<file path="src/rtl/core_pkg.sv">
// Shared core definitions: LSU funct3 codes, LSU error codes and
// the LSU state encoding. Imported by the core and by the LSU.
package core_pkg;

    // RISC-V load/store width and sign codes (funct3)
    localparam logic [2:0] F3_B  = 3'd0;
    localparam logic [2:0] F3_H  = 3'd1;
    localparam logic [2:0] F3_W  = 3'd2;
    localparam logic [2:0] F3_D  = 3'd3;
    localparam logic [2:0] F3_BU = 3'd4;
    localparam logic [2:0] F3_HU = 3'd5;
    localparam logic [2:0] F3_WU = 3'd6;

    // Completion error codes
    typedef logic [1:0] lsu_err_t;
    localparam lsu_err_t ERR_NONE     = 2'b00;
    localparam lsu_err_t ERR_MISALIGN = 2'b01;
    localparam lsu_err_t ERR_TIMEOUT  = 2'b10;
    localparam lsu_err_t ERR_FUNCT3   = 2'b11;

    // LSU controller states
    typedef enum logic [1:0] {
        S_IDLE = 2'd0,
        S_REQ  = 2'd1,
        S_WAIT = 2'd2,
        S_RESP = 2'd3
    } lsu_state_e;

endpackage

</file>
<file path="src/rtl/lsu_align.sv">
// Purely combinational lane logic for the LSU: byte enables, store-data
// lane replication and load-data extraction with sign/zero extension.
module lsu_align
    import core_pkg::*;
#(
    parameter int XLEN  = 32,
    parameter int NB    = XLEN / 8,
    parameter int OFF_W = $clog2(NB)
) (
    input  logic [2:0]       funct3_i,
    input  logic [OFF_W-1:0] offset_i,
    input  logic [XLEN-1:0]  wdata_i,
    input  logic [XLEN-1:0]  rdata_i,
    output logic [NB-1:0]    be_o,
    output logic [XLEN-1:0]  wdata_o,
    output logic [XLEN-1:0]  rdata_o
);

    logic [NB-1:0]   size_mask;
    logic [XLEN-1:0] shifted;
    logic [XLEN-1:0] keep;
    logic            sign_bit;

    // Size mask, replicated store data and extended load data
    always_comb begin
        // NOTE: every output of a combinational block gets a default first,
        // so no path through the case statements can infer a latch.
        size_mask = '1;
        wdata_o   = wdata_i;
        keep      = '1;
        shifted   = rdata_i >> {offset_i, 3'b000};
        sign_bit  = shifted[XLEN-1];
        case (funct3_i[1:0])
            2'd0: begin
                size_mask = NB'(1);
                wdata_o   = {(XLEN/8){wdata_i[7:0]}};
                keep      = XLEN'(8'hFF);
                sign_bit  = shifted[7];
            end
            2'd1: begin
                size_mask = NB'(3);
                wdata_o   = {(XLEN/16){wdata_i[15:0]}};
                keep      = XLEN'(16'hFFFF);
                sign_bit  = shifted[15];
            end
            2'd2: begin
                size_mask = NB'(4'hF);
                wdata_o   = {(XLEN/32){wdata_i[31:0]}};
                keep      = XLEN'(32'hFFFF_FFFF);
                sign_bit  = shifted[31];
            end
            default: ;
        endcase
        be_o = size_mask << offset_i;
        // funct3[2] selects zero-extension; a full-width access leaves ~keep empty
        rdata_o = (shifted & keep) | ((!funct3_i[2] && sign_bit) ? ~keep : '0);
    end

endmodule

</file>
<file path="src/rtl/load_store_unit.sv">
// Load/store unit: accepts one core request at a time, decodes legality
// and alignment, runs a req/gnt + rvalid memory handshake with a timeout
// and returns a one-cycle response pulse.
module load_store_unit
    import core_pkg::*;
#(
    parameter int XLEN    = 32,
    parameter int ADDR_W  = 32,
    parameter int TIMEOUT = 16
) (
    input  logic                 clk,
    input  logic                 rst_n,
    input  logic                 req_valid,
    output logic                 req_ready,
    input  logic                 req_we,
    input  logic [2:0]           req_funct3,
    input  logic [ADDR_W-1:0]    req_addr,
    input  logic [XLEN-1:0]      req_wdata,
    output logic                 rsp_valid,
    output logic [XLEN-1:0]      rsp_rdata,
    output logic                 rsp_err,
    output logic [1:0]           rsp_err_code,
    output logic                 mem_req,
    output logic                 mem_we,
    output logic [ADDR_W-1:0]    mem_addr,
    output logic [XLEN-1:0]      mem_wdata,
    output logic [XLEN/8-1:0]    mem_be,
    input  logic                 mem_gnt,
    input  logic                 mem_rvalid,
    input  logic [XLEN-1:0]      mem_rdata
);

    localparam int NB    = XLEN / 8;
    localparam int OFF_W = $clog2(NB);

    lsu_state_e        state_q, state_d;
    logic [7:0]        cnt_q, cnt_d;
    logic              we_q, we_d;
    logic [2:0]        f3_q, f3_d;
    logic [ADDR_W-1:0] addr_q, addr_d;
    logic [XLEN-1:0]   wdata_q, wdata_d;
    logic [XLEN-1:0]   rdata_q, rdata_d;
    lsu_err_t          err_q, err_d;

    logic              legal, misaligned;
    lsu_err_t          dec_err;
    logic [8:0]        cnt_inc;
    logic              timed_out;
    logic [NB-1:0]     align_be;
    logic [XLEN-1:0]   align_wdata, align_rdata;

    lsu_align #(.XLEN(XLEN)) u_align (
        .funct3_i (f3_q),
        .offset_i (addr_q[OFF_W-1:0]),
        .wdata_i  (wdata_q),
        .rdata_i  (mem_rdata),
        .be_o     (align_be),
        .wdata_o  (align_wdata),
        .rdata_o  (align_rdata)
    );

    // Decode the incoming request: illegal funct3 outranks misalignment
    always_comb begin
        legal = 1'b0;
        case (req_funct3)
            F3_B, F3_H, F3_W: legal = 1'b1;
            F3_D:             legal = (XLEN == 64);
            F3_BU, F3_HU:     legal = !req_we;
            F3_WU:            legal = !req_we && (XLEN == 64);
            default:          legal = 1'b0;
        endcase
        case (req_funct3[1:0])
            2'd1:    misaligned = req_addr[0];
            2'd2:    misaligned = |req_addr[1:0];
            2'd3:    misaligned = |req_addr[2:0];
            default: misaligned = 1'b0;
        endcase
        dec_err = !legal ? ERR_FUNCT3 : (misaligned ? ERR_MISALIGN : ERR_NONE);
    end

    assign cnt_inc   = {1'b0, cnt_q} + 9'd1;
    assign timed_out = (cnt_inc >= 9'(TIMEOUT));

    // Next-state logic: request capture, handshake, timeout and completion
    always_comb begin
        state_d = state_q;
        cnt_d   = cnt_q;
        we_d    = we_q;
        f3_d    = f3_q;
        addr_d  = addr_q;
        wdata_d = wdata_q;
        rdata_d = rdata_q;
        err_d   = err_q;
        case (state_q)
            S_IDLE: begin
                if (req_valid) begin
                    we_d    = req_we;
                    f3_d    = req_funct3;
                    addr_d  = req_addr;
                    wdata_d = req_wdata;
                    rdata_d = '0;
                    cnt_d   = '0;
                    err_d   = dec_err;
                    state_d = (dec_err == ERR_NONE) ? S_REQ : S_RESP;
                end
            end
            S_REQ: begin
                cnt_d = cnt_inc[7:0];
                if (mem_gnt && mem_rvalid) begin
                    rdata_d = we_q ? '0 : align_rdata;
                    state_d = S_RESP;
                end else if (timed_out) begin
                    err_d   = ERR_TIMEOUT;
                    state_d = S_RESP;
                end else if (mem_gnt) begin
                    state_d = S_WAIT;
                end
            end
            S_WAIT: begin
                cnt_d = cnt_inc[7:0];
                if (mem_rvalid) begin
                    rdata_d = we_q ? '0 : align_rdata;
                    state_d = S_RESP;
                end else if (timed_out) begin
                    err_d   = ERR_TIMEOUT;
                    state_d = S_RESP;
                end
            end
            S_RESP: state_d = S_IDLE;
            default: state_d = S_IDLE;
        endcase
    end

    // Control state: synchronous active-low reset
    always_ff @(posedge clk) begin
        // NOTE: sequential state uses non-blocking assignments so every
        // register samples pre-edge values regardless of statement order.
        if (!rst_n) begin
            state_q <= S_IDLE;
            cnt_q   <= '0;
        end else begin
            state_q <= state_d;
            cnt_q   <= cnt_d;
        end
    end

    // Request/response payload registers
    always_ff @(posedge clk) begin
        // NOTE: payload is not reset; it is written on every accept before
        // it is used, and all outputs derived from it are gated by state.
        we_q    <= we_d;
        f3_q    <= f3_d;
        addr_q  <= addr_d;
        wdata_q <= wdata_d;
        rdata_q <= rdata_d;
        err_q   <= err_d;
    end

    // Outputs are decoded from state so reset forces them to zero at once
    always_comb begin
        req_ready    = (state_q == S_IDLE);
        mem_req      = (state_q == S_REQ);
        mem_we       = mem_req && we_q;
        mem_addr     = mem_req ? {addr_q[ADDR_W-1:OFF_W], {OFF_W{1'b0}}} : '0;
        mem_be       = mem_req ? align_be : '0;
        mem_wdata    = mem_we ? align_wdata : '0;
        rsp_valid    = (state_q == S_RESP);
        rsp_rdata    = rsp_valid ? rdata_q : '0;
        rsp_err_code = rsp_valid ? err_q : ERR_NONE;
        rsp_err      = rsp_valid && (err_q != ERR_NONE);
    end

endmodule
</file>
<file path="config.mk">
export PLATFORM = sky130hd
export DESIGN_NAME = load_store_unit
export DESIGN_NICKNAME = d
export VERILOG_FILES = /design/src/rtl/core_pkg.sv /design/src/rtl/lsu_align.sv /design/src/rtl/load_store_unit.sv
export SDC_FILE = /design/constraint.sdc
export NUM_CORES = 1
export LEC_CHECK = 0
export ABC_AREA = 1
export BUFFER_PORTS_ARGS = -buffer_cell sky130_fd_sc_hd__clkbuf_2
export CORE_MARGIN = 1
export CORE_UTILIZATION = 39
export DETAILED_ROUTE_END_ITERATION = 10
export GPL_ROUTABILITY_DRIVEN = 0
export PLACE_DENSITY = 0.67
export SYNTH_ARGS = -nofsm -noshare
export SYNTH_HDL_FRONTEND = slang
export SYNTH_SLANG_ARGS = --single-unit
</file>
<file path="constraint.sdc">
create_clock -name clk -period 2.94 [get_ports clk]
set_input_delay 0.588 -clock clk [delete_from_list [all_inputs] [get_ports clk]]
set_output_delay 0.588 -clock clk [all_outputs]
set_load 0.03 [all_outputs]
</file>
==> metrics.cfg, run 1 <==
[timing]
clock_skew_ns=0.0114
fin_crit_sh_pct=91.6
fmax_mhz=371
rsz0062_at_grt=no
hold_viol_final=0
worst_pin_slew_ns=0.714
fin_setup_tns_ns=0
setup_violations=0
fin_crit_ns=2.69
slew_headroom_pct=52.4
drv_slew=0

[floorplanning]
dieArea_um2=14800
die_w_um=122
num_rows=43
start_util_pct=40.1
boundaryPins=212
core_um2=13900
die_h_um=122

[critical_path]
worstReg2RegEnd=rdata_q[8]$_SDFFCE_PP0P_
crit_path_max_incr_delay_ns=0.35
crit_type=flop to output port
worstSetupStartpointType=flop
arrival_ns=2.10
crit_chain=inv_1 > ha_1 > nand2_2 > clkinvlp_4 > o21ai_0 > nor2_1 > clkbuf_2
crit_end=mem_wdata[28]
reg2reg_slack_ns=0.76
critPathRequiredTime_ns=2.35
cpMaxStageDelayCell=dfxtp_1
cp.depth=7
critPathLaunch=state_q[1]$_SDFFE_PN0P_
crit_buf_inv=3
path_delay_family=buffers and inverters
r2r_cells=6
crit_fanout=14
cp-end-kind=output port
r2r-start=addr_q[1]$_DFFE_PP_

[synthesis]
avgSynthCellArea_um2=9.19
synth_area_leader_cell=edfxtp_1
synth_area_um2=5590
synth_edf_count=102
synth_ff_type=edfxtp_1
synth_top_area_share_pct=54.8
synth.area.top_cells=edfxtp_1 55%, nand2_1 11%, inv_1 6.5%, a21oi_1 4.3%, dfxtp_1 3.6%
synth_warnings=0
synthArstFlopShare_pct=0
synth-seq-area-share_pct=58.4
ys_seq_elements=112
synth_cell_types=40
syn_inst=608

[routing]
vias=4825
drt_wl_total_mm=14.6
drt_first_pass_iters=4
ant_nets=0
wl_per_cell_um=14.8
drt_iter0_drc=343
vias_per_cell=4.88
drc=0

[global_routing]
grt.total_usage_pct=20.1
overflow=0
antenna_found_initial=0
grt_pass1_vias=4528
grt_max_degree=42
grt_pass1_wl_mm=22.5

[power]
p_per_area_nw_per_um2=838
ir_drop_v=0.000384
p_sw_share_pct=39.6
power_leakage_uw=0.00359
p_clk_share_pct=20.5
p_seq_share_pct=42.7
total_switching_power_uw=2350
power.share.combinational_pct=36.8
p_int_uw=3590

[layout]
final_common_cell=clkbuf_2
synthToLayoutAreaGrowth_pct=26.7
nets=916
final_cell_mix=209 x clkbuf_2, 159 x nand2_1, 102 x edfxtp_1
fin_cells=989
drive_gt1_share_pct=32.1
diodes=0

[clocking]
clock_latency_ns=0.35
numClockSinks=112
root_buffer=clkbuf_16
cts_hold_buf=0
clk_pin_slew_ns=0.07
post_cts_buffers=0
cts_tree=built
cts-buffers-inserted=9
clock_path_buffers=2
ctsHtreeMaxLevel=3

[min_path]
hold_path_class=input pin to flop

[placement]
dp_cells=974
io_buffers=209
dp.final_hpwl_mm=10.8

[status]
status=completed

[run]
max_cap_viol_count=0

==> registers in the layout (all words and copies together) (netlist names) <==
signal / count
we_q: 1
rdata_q: 32
wdata_q: 32
err_q: 2
cnt_q: 8
addr_q: 32
state_q: 2
f3_q: 3
==> cells by family (layout without fill, tap and decap cells) <==
kind of cell / count (synthesis) / count (layout) / share of synthesized area, %
AND/OR/NAND/NOR: 243 / 243 / 17.8
buffers and inverters: 132 / 332 / 9.69
AO/OA/AOI/OAI: 114 / 114 / 12.7
flip-flops: 112 / 112 / 58.4
adder cells (fa/ha/maj): 6 / 6 / 1.34
other: 1 / 2 / 0.0671
==> routing by layer <==
layer	up-vias	share of wire (%)	wire, um	global-route usage [%]
met4	0	1.9	272	7.87
met5	-	0	0	0
li1	2387	-	-	-
met2	247	47	6840	33.3
met1	2171	42	6150	24.1
met3	20	9.4	1380	6.41
==> layout make-up <==
| cell class | count | area [um2] |
|---|---|---|
| inverters | 99 | 380 |
| repair buffers | 218 | 1130 |
| well taps | 180 | 225 |
| clock buffers | 10 | 229 |
| multi-input cells | 365 | 1800 |
| clock inverters | 5 | 57.6 |
| fillers | 1362 | 6850 |
| flip-flops and latches | 112 | 3260 |
==> Yosys cell counts, types with 4 or more instances <==
| cell | n |
|---|---|
| nand2_1 | 160 |
| edfxtp_1 | 102 |
| inv_1 | 97 |
| a21oi_1 | 48 |
| nor2_1 | 48 |
| o21ai_0 | 21 |
| clkbuf_1 | 18 |
| nand3_1 | 18 |
| dfxtp_1 | 10 |
| a21oi_2 | 9 |
| o22ai_1 | 9 |
| a211o_1 | 7 |
| a311oi_1 | 7 |
| buf_2 | 6 |
| ha_1 | 6 |
| nor2_2 | 4 |
==> worst min-delay path by stage <==
stage	startpoint	to	slack [ns]	cells past startpoint
floorplan	cnt_q[7]$_SDFFE_PN0P_	cnt_q[7]$_SDFFE_PN0P_	0.47	2
global placement	cnt_q[7]$_SDFFE_PN0P_	cnt_q[7]$_SDFFE_PN0P_	0.48	2
detailed placement	cnt_q[7]$_SDFFE_PN0P_	cnt_q[7]$_SDFFE_PN0P_	0.49	2
CTS	req_wdata[4]	wdata_q[4]$_DFFE_PP_	0.40	1
global route	req_wdata[7]	wdata_q[7]$_DFFE_PP_	0.40	1
finish	req_addr[10]	addr_q[10]$_DFFE_PP_	0.41	1
==> metrics by stage <==
step                      instance area (um2)  worst slack (ns)  hold WS (ns)  util (%)  power, uW
after floorplan                          5600            0.0549         0.466         -       4100
after global placement                   6790             0.472         0.485      48.7       4750
after detailed placement                 6790             0.367         0.491      48.7       4760
after CTS                                7080             0.228         0.398      50.8       5980
after global routing                     7080            0.0600         0.398      50.8       6290
final                                    7080             0.247         0.409      50.8       5940
==> power by group through the flow <==
stage          sequential, uW  combinational, uW  clock (uW)
6_report                 2530               2190        1220
3_3_place_gp             2560               2190           0
2_1_floorplan            2520               1570           0
5_1_grt                  2570               2410        1300
4_1_cts                  2540               2210        1240
3_5_place_dp             2570               2200           0
==> timing repair <==
| item | in CTS | in global routing |
|---|---|---|
| gates resized for setup | 2 | 0 |
| endpoints found under the setup margin | 1 | 0 |
| endpoints found under the hold margin | 0 | 0 |
(Power assumes the default switching activity.)
==> inputs of run 2 (changes only) <==
--- a/config.mk
+++ b/config.mk
@@ -6,12 +6,14 @@
 export NUM_CORES = 1
 export LEC_CHECK = 0
 export ABC_AREA = 1
-export BUFFER_PORTS_ARGS = -buffer_cell sky130_fd_sc_hd__clkbuf_2
+export BUFFER_PORTS_ARGS = -buffer_cell sky130_fd_sc_hd__buf_2
+export CORE_ASPECT_RATIO = 0.9
 export CORE_MARGIN = 1
 export CORE_UTILIZATION = 39
 export DETAILED_ROUTE_END_ITERATION = 10
 export GPL_ROUTABILITY_DRIVEN = 0
 export PLACE_DENSITY = 0.67
+export SETUP_SLACK_MARGIN = 0.1
 export SYNTH_ARGS = -nofsm -noshare
 export SYNTH_HDL_FRONTEND = slang
 export SYNTH_SLANG_ARGS = --single-unit
==> run 2 against run 1 <==
Net effect: clock power about the same; die area about the same; combinational power about the same; non-clock buffer count up 2; clock skew down 0.0056 ns; final area up 0.94%; largest cell class unchanged; largest power group unchanged.
==> metrics.cfg, run 2 (same netlist as run 1, synthesis figures left out) <==
[routing]
wl_per_cell_um=14.6  ; was 14.8 um
drt_wl_total_mm=14.7  ; was 14.6 mm
ant_nets=0  ; unchanged
drt_first_pass_iters=5  ; was 4
vias=4815  ; was 4825
vias_per_cell=4.79  ; was 4.88
drt_iter0_drc=376  ; was 343
drc=0  ; unchanged

[clocking]
clock_latency_ns=0.36  ; was 0.35 ns
cts_resized=0  ; was 2
cts_hold_buf=0  ; unchanged
cts_tree=built  ; unchanged
cts-buffers-inserted=9  ; unchanged
numClockSinks=112  ; unchanged
ctsHtreeMaxLevel=3  ; unchanged
post_cts_buffers=0  ; unchanged
clk_pin_slew_ns=0.08  ; was 0.07 ns
root_buffer=clkbuf_16  ; unchanged
clock_path_buffers=2  ; unchanged

[power]
power_leakage_uw=0.00366  ; was 0.00359 uW
p_sw_share_pct=40.6  ; was 39.6%
p_per_area_nw_per_um2=835  ; was 838 nW/um2
power.share.combinational_pct=37.3  ; was 36.8%
p_seq_share_pct=42.3  ; was 42.7%
total_power_uw=5970  ; was 5940 uW
ir_drop_v=0.000677  ; was 0.000384 V
p_int_uw=3550  ; was 3590 uW
p_clk_share_pct=20.5  ; about the same
total_switching_power_uw=2420  ; was 2350 uW

[timing]
fin_setup_tns_ns=0  ; unchanged
worst_pin_slew_ns=0.731  ; was 0.714 ns
finalWorstSetupSlack_ns=0.250  ; was 0.247 ns
drv_slew=0  ; unchanged
fmax_mhz=372  ; was 371 MHz
slew_headroom_pct=51.3  ; was 52.4%
fin_crit_ns=2.69  ; about the same
hold_viol_final=0  ; unchanged
rsz0062_at_grt=yes  ; was no
clock_skew_ns=0.00586  ; was 0.0114 ns
setup_violations=0  ; unchanged
fin_crit_sh_pct=91.5  ; was 91.6%

[layout]
top_regs=addr_q (32), rdata_q (32), wdata_q (32)  ; unchanged
fillers=1333  ; was 1362
synthToLayoutAreaGrowth_pct=27.9  ; was 26.7%
diodes=0  ; unchanged
multiInputGateArea_um2=1820  ; was 1800 um2
final_common_cell=buf_2  ; was clkbuf_2
seq_area_um2=3260  ; unchanged
final_area_um2=7150  ; was 7080 um2
drive_gt1_share_pct=33.1  ; was 32.1%
nets=918  ; was 916
final_cell_mix=209 x buf_2, 160 x nand2_1, 102 x edfxtp_1  ; was 209 x clkbuf_2, 159 x nand2_1, 102 x edfxtp_1
fin_cells=1005  ; was 989

[floorplanning]
die_h_um=116  ; was 122 um
core_um2=14000  ; was 13900 um2
dieArea_um2=14800  ; about the same
start_util_pct=39.9  ; was 40.1%
boundaryPins=212  ; unchanged
num_rows=41  ; was 43
die_w_um=128  ; was 122 um

[global_routing]
grt_max_degree=42  ; unchanged
grt_pass1_vias=4564  ; was 4528
overflow=0  ; unchanged
antenna_found_initial=1  ; was 0
grt_pass1_wl_mm=22.6  ; was 22.5 mm
grt.total_usage_pct=20.1  ; about the same

[placement]
dp.final_hpwl_mm=10.7  ; was 10.8 mm
placed_cell_area_um2=6840  ; was 6790 um2
io_buffers=209  ; unchanged
pre_cts_slack_ns=0.520  ; was 0.367 ns
dp_cells=989  ; was 974

[critical_path]
path_delay_family=buffers and inverters  ; unchanged
worstSetupStartpointType=flop  ; unchanged
r2r_cells=6  ; unchanged
cpMaxStageDelayCell=a221oi_1  ; was dfxtp_1
arrival_ns=2.10  ; about the same
crit_buf_inv=4  ; was 3
crit_end=mem_be[2]  ; was mem_wdata[28]
cp-end-kind=output port  ; unchanged
worstReg2RegEnd=rdata_q[14]$_SDFFCE_PP0P_  ; was rdata_q[8]$_SDFFCE_PP0P_
critPathLaunch=state_q[1]$_SDFFE_PN0P_  ; unchanged
crit_top_cell=inv_1
crit_type=flop to output port  ; unchanged
crit_chain=inv_1 > ha_1 > buf_6 > inv_1 > a221oi_1 > buf_2  ; was inv_1 > ha_1 > nand2_2 > clkinvlp_4 > o21ai_0 > nor2_1 > clkbuf_2
reg2reg_slack_ns=0.69  ; was 0.76 ns
cp.depth=6  ; was 7
crit_fanout=34  ; was 14
crit_path_max_incr_delay_ns=0.39  ; was 0.35 ns
r2r-start=addr_q[1]$_DFFE_PP_  ; unchanged
critPathRequiredTime_ns=2.35  ; about the same

[status]
status=completed  ; unchanged

[run]
max_cap_viol_count=0  ; unchanged

[min_path]
hold_path_class=input pin to flop  ; unchanged

run 2: power by group through the flow:
| stage | registers, uW | clock network (uW) | logic, uW |
|---|---|---|---|
| finish | 2520 | 1220 | 2220 |
| global route | 2580 | 1310 | 2440 |
| CTS | 2530 | 1260 | 2230 |
| detailed placement | 2570 | 0 | 2220 |
| global placement | 2550 | 0 | 2210 |
| floorplan | 2520 | 0 | 1590 |
run 2: final cells by class:
class | instances | share of cell area, %
Multi-Input combinational cell | 365 | 25.5
Inverter | 99 | 5.32
Clock buffer | 9 | 3.15
Tap cell | 193 | 3.38
Timing Repair Buffer | 220 | 16.0
Sequential cell | 112 | 45.6
Clock inverter | 7 | 1.02
run 2: worst min path at each step:
| stage | start | end | slack [ns] | depth (start not counted) |
|---|---|---|---|---|
| floorplan | cnt_q[7]$_SDFFE_PN0P_ | cnt_q[7]$_SDFFE_PN0P_ | 0.47 | 2 |
| global placement | cnt_q[4]$_SDFFE_PN0P_ | cnt_q[4]$_SDFFE_PN0P_ | 0.49 | 2 |
| detailed placement | cnt_q[4]$_SDFFE_PN0P_ | cnt_q[4]$_SDFFE_PN0P_ | 0.50 | 2 |
| CTS | req_addr[22] | addr_q[22]$_DFFE_PP_ | 0.38 | 1 |
| global route | req_addr[22] | addr_q[22]$_DFFE_PP_ | 0.38 | 1 |
| finish | req_addr[13] | addr_q[13]$_DFFE_PP_ | 0.40 | 1 |
run 2: stage by stage:
step	utilization [%]	hold slack [ns]
2_1_floorplan	-	0.466
3_3_place_gp	48.9	0.487
3_5_place_dp	48.9	0.496
4_1_cts	51.0	0.381
5_1_grt	51.0	0.376
6_report	51.0	0.398
run 2: metal layers:
layer	up-vias	global-route usage, %	wire (um)
met5	-	0	10
met4	2	6.20	242
met3	21	7.34	1430
met2	224	33.9	6780
met1	2175	24.0	6190
li1	2393	-	-
==> inputs of run 3 (changes only) <==
--- a/config.mk
+++ b/config.mk
@@ -9,10 +9,10 @@
 export BUFFER_PORTS_ARGS = -buffer_cell sky130_fd_sc_hd__buf_2
 export CORE_ASPECT_RATIO = 0.9
 export CORE_MARGIN = 1
-export CORE_UTILIZATION = 39
+export CORE_UTILIZATION = 45
 export DETAILED_ROUTE_END_ITERATION = 10
 export GPL_ROUTABILITY_DRIVEN = 0
-export PLACE_DENSITY = 0.67
+export PLACE_DENSITY = 0.77
 export SETUP_SLACK_MARGIN = 0.1
 export SYNTH_ARGS = -nofsm -noshare
 export SYNTH_HDL_FRONTEND = slang
==> run 3 against run 2 <==
Net effect: register-to-register slack about the same; combinational power about the same; worst hold slack gained 0.0080 ns; first-iteration DRC count is 5.9% lower; final cell count is 3.3% lower; flip-flop and latch count unchanged.
==> metrics.cfg, run 3 (same netlist as run 1, synthesis figures left out) <==
[status]
status=completed  ; unchanged

[power]
total_switching_power_uw=2410  ; was 2420 uW
ir_drop_v=0.000440  ; was 0.000677 V
p_sw_share_pct=40.5  ; was 40.6%
p_seq_share_pct=42.6  ; was 42.3%
p_per_area_nw_per_um2=837  ; was 835 nW/um2
p_int_uw=3530  ; was 3550 uW
power.share.combinational_pct=37.3  ; about the same
p_clk_share_pct=20.1  ; was 20.5%
power_leakage_uw=0.00365  ; was 0.00366 uW

[critical_path]
reg2reg_slack_ns=0.68  ; was 0.69 ns
arrival_ns=2.09  ; was 2.10 ns
crit_type=flop to output port  ; unchanged
r2r_cells=5  ; was 6
cp-end-kind=output port  ; unchanged
crit_fanout=34  ; unchanged
worstSetupStartpointType=flop  ; unchanged
critPathRequiredTime_ns=2.35  ; about the same

[timing]
rsz0062_at_grt=no  ; was yes
fin_crit_sh_pct=91.0  ; was 91.5%
drv_slew=0  ; unchanged
worst_pin_slew_ns=0.759  ; was 0.731 ns
fin_setup_tns_ns=0  ; unchanged
fin_crit_ns=2.68  ; was 2.69 ns
fmax_mhz=374  ; was 372 MHz
clock_skew_ns=0.00698  ; was 0.00586 ns
slew_headroom_pct=49.4  ; was 51.3%
setup_violations=0  ; unchanged
timing.hold.ws_ns=0.406  ; was 0.398 ns
hold_viol_final=0  ; unchanged

[clocking]
clk_pin_slew_ns=0.08  ; about the same
clock_path_buffers=2  ; unchanged
cts-buffers-inserted=9  ; unchanged
clock_latency_ns=0.35  ; was 0.36 ns
ctsHtreeMaxLevel=3  ; unchanged
numClockSinks=112  ; unchanged
root_buffer=clkbuf_16  ; unchanged
cts_tree=built  ; unchanged
cts_hold_buf=0  ; unchanged

[run]
max_cap_viol_count=0  ; unchanged

[routing]
drt_wl_total_mm=14.7  ; about the same
vias_per_cell=5.04  ; was 4.79
top_layer=met4  ; was met5
met1_length_mm=5.88  ; was 6.19 mm
drt_first_pass_iters=5  ; unchanged
vias=4903  ; was 4815
ant_nets=0  ; unchanged
wl_per_cell_um=15.1  ; was 14.6 um
wl_met3_mm=1.48  ; was 1.43 mm
drt_iter0_drc=354  ; was 376
drc=0  ; unchanged
wl_met2_mm=6.85  ; was 6.78 mm

[layout]
final_common_cell=buf_2  ; unchanged
final_area_um2=7090  ; was 7150 um2
final_cell_mix=209 x buf_2, 159 x nand2_1, 102 x edfxtp_1  ; was 209 x buf_2, 160 x nand2_1, 102 x edfxtp_1
nets=916  ; was 918
fillers=1076  ; was 1333
synthToLayoutAreaGrowth_pct=26.9  ; was 27.9%
drive_gt1_share_pct=33.0  ; was 33.1%
top_regs=addr_q (32), rdata_q (32), wdata_q (32)  ; unchanged
fin_cells=972  ; was 1005
finalCoreUtilization_pct=58.7  ; was 51.0%

[placement]
dp.final_hpwl_mm=10.8  ; was 10.7 mm
io_buffers=209  ; unchanged
dp_cells=953  ; was 989
placed_cell_area_um2=6780  ; was 6840 um2

[floorplanning]
start_util_pct=46.3  ; was 39.9%
core_um2=12100  ; was 14000 um2
boundaryPins=212  ; unchanged
die_h_um=108  ; was 116 um
dieArea_um2=12900  ; was 14800 um2
die_w_um=119  ; was 128 um
num_rows=38  ; was 41

[min_path]
hold_path_class=input pin to flop  ; unchanged
hold_path_depth=1  ; unchanged

[global_routing]
antenna_found_initial=4  ; was 1
overflow=0  ; unchanged
grt.total_usage_pct=23.2  ; was 20.1%
grt_pass1_wl_mm=22.7  ; was 22.6 mm
grt_max_degree=42  ; unchanged
grt_pass1_vias=4644  ; was 4564

[run 3: final timing paths]
check,start,end
max,state_q[1]$_SDFFE_PN0P_,mem_be[2]
min,req_wdata[15],wdata_q[15]$_DFFE_PP_
max reg2reg,state_q[0]$_SDFFE_PN0P_,rdata_q[0]$_SDFFCE_PP0P_
min reg2reg,cnt_q[4]$_SDFFE_PN0P_,cnt_q[4]$_SDFFE_PN0P_
[run 3: repair_timing]
| action | in CTS | in global routing |
|---|---|---|
| resized for setup | 2 | 1 |
| buffers inserted | 0 | 1 |
| endpoints found under the setup margin | 20 | 5 |
[run 3: metal layers]
layer	up-vias	track usage, %
met3	42	8.00
met5	-	0
li1	2393	-
met4	0	10.1
met2	265	38.5
met1	2203	27.3
[run 3: worst max-delay path, stage by stage, from the launching register on]
cell and delay, ns:
dfxtp_1 0.33, inv_1 0.11, ha_1 0.21, buf_6 0.26, inv_1 0.15, a221oi_1 0.39
buf_2 0.28
[run 3: power groups by stage]
stage,Combinational (uW),Clock [uW],Sequential [uW]
after floorplan,1590,0,2520
after global placement,2180,0,2550
after detailed placement,2200,0,2560
after CTS,2210,1220,2530
after global routing,2420,1270,2580
final,2220,1190,2530
[run 3: cell type report]
type / count / area, um2 / area share, %
Sequential cell: 112 / 3260 / 46.0
Multi-Input combinational cell: 365 / 1820 / 25.7
Timing Repair Buffer: 218 / 1130 / 15.9
Inverter: 99 / 380 / 5.36
Clock buffer: 9 / 225 / 3.18
Tap cell: 160 / 200 / 2.82
Clock inverter: 7 / 65.1 / 0.917
Antenna cell: 2 / 5.00 / 0.0706
[run 3: per-stage QoR]
| stage | total power, uW | worst slack [ns] |
|---|---|---|
| CTS | 5960 | 0.165 |
| finish | 5940 | 0.264 |
| global route | 6270 | 0.100 |
| floorplan | 4110 | 0.0645 |
| detailed placement | 4760 | 0.424 |
| global placement | 4720 | 0.520 |
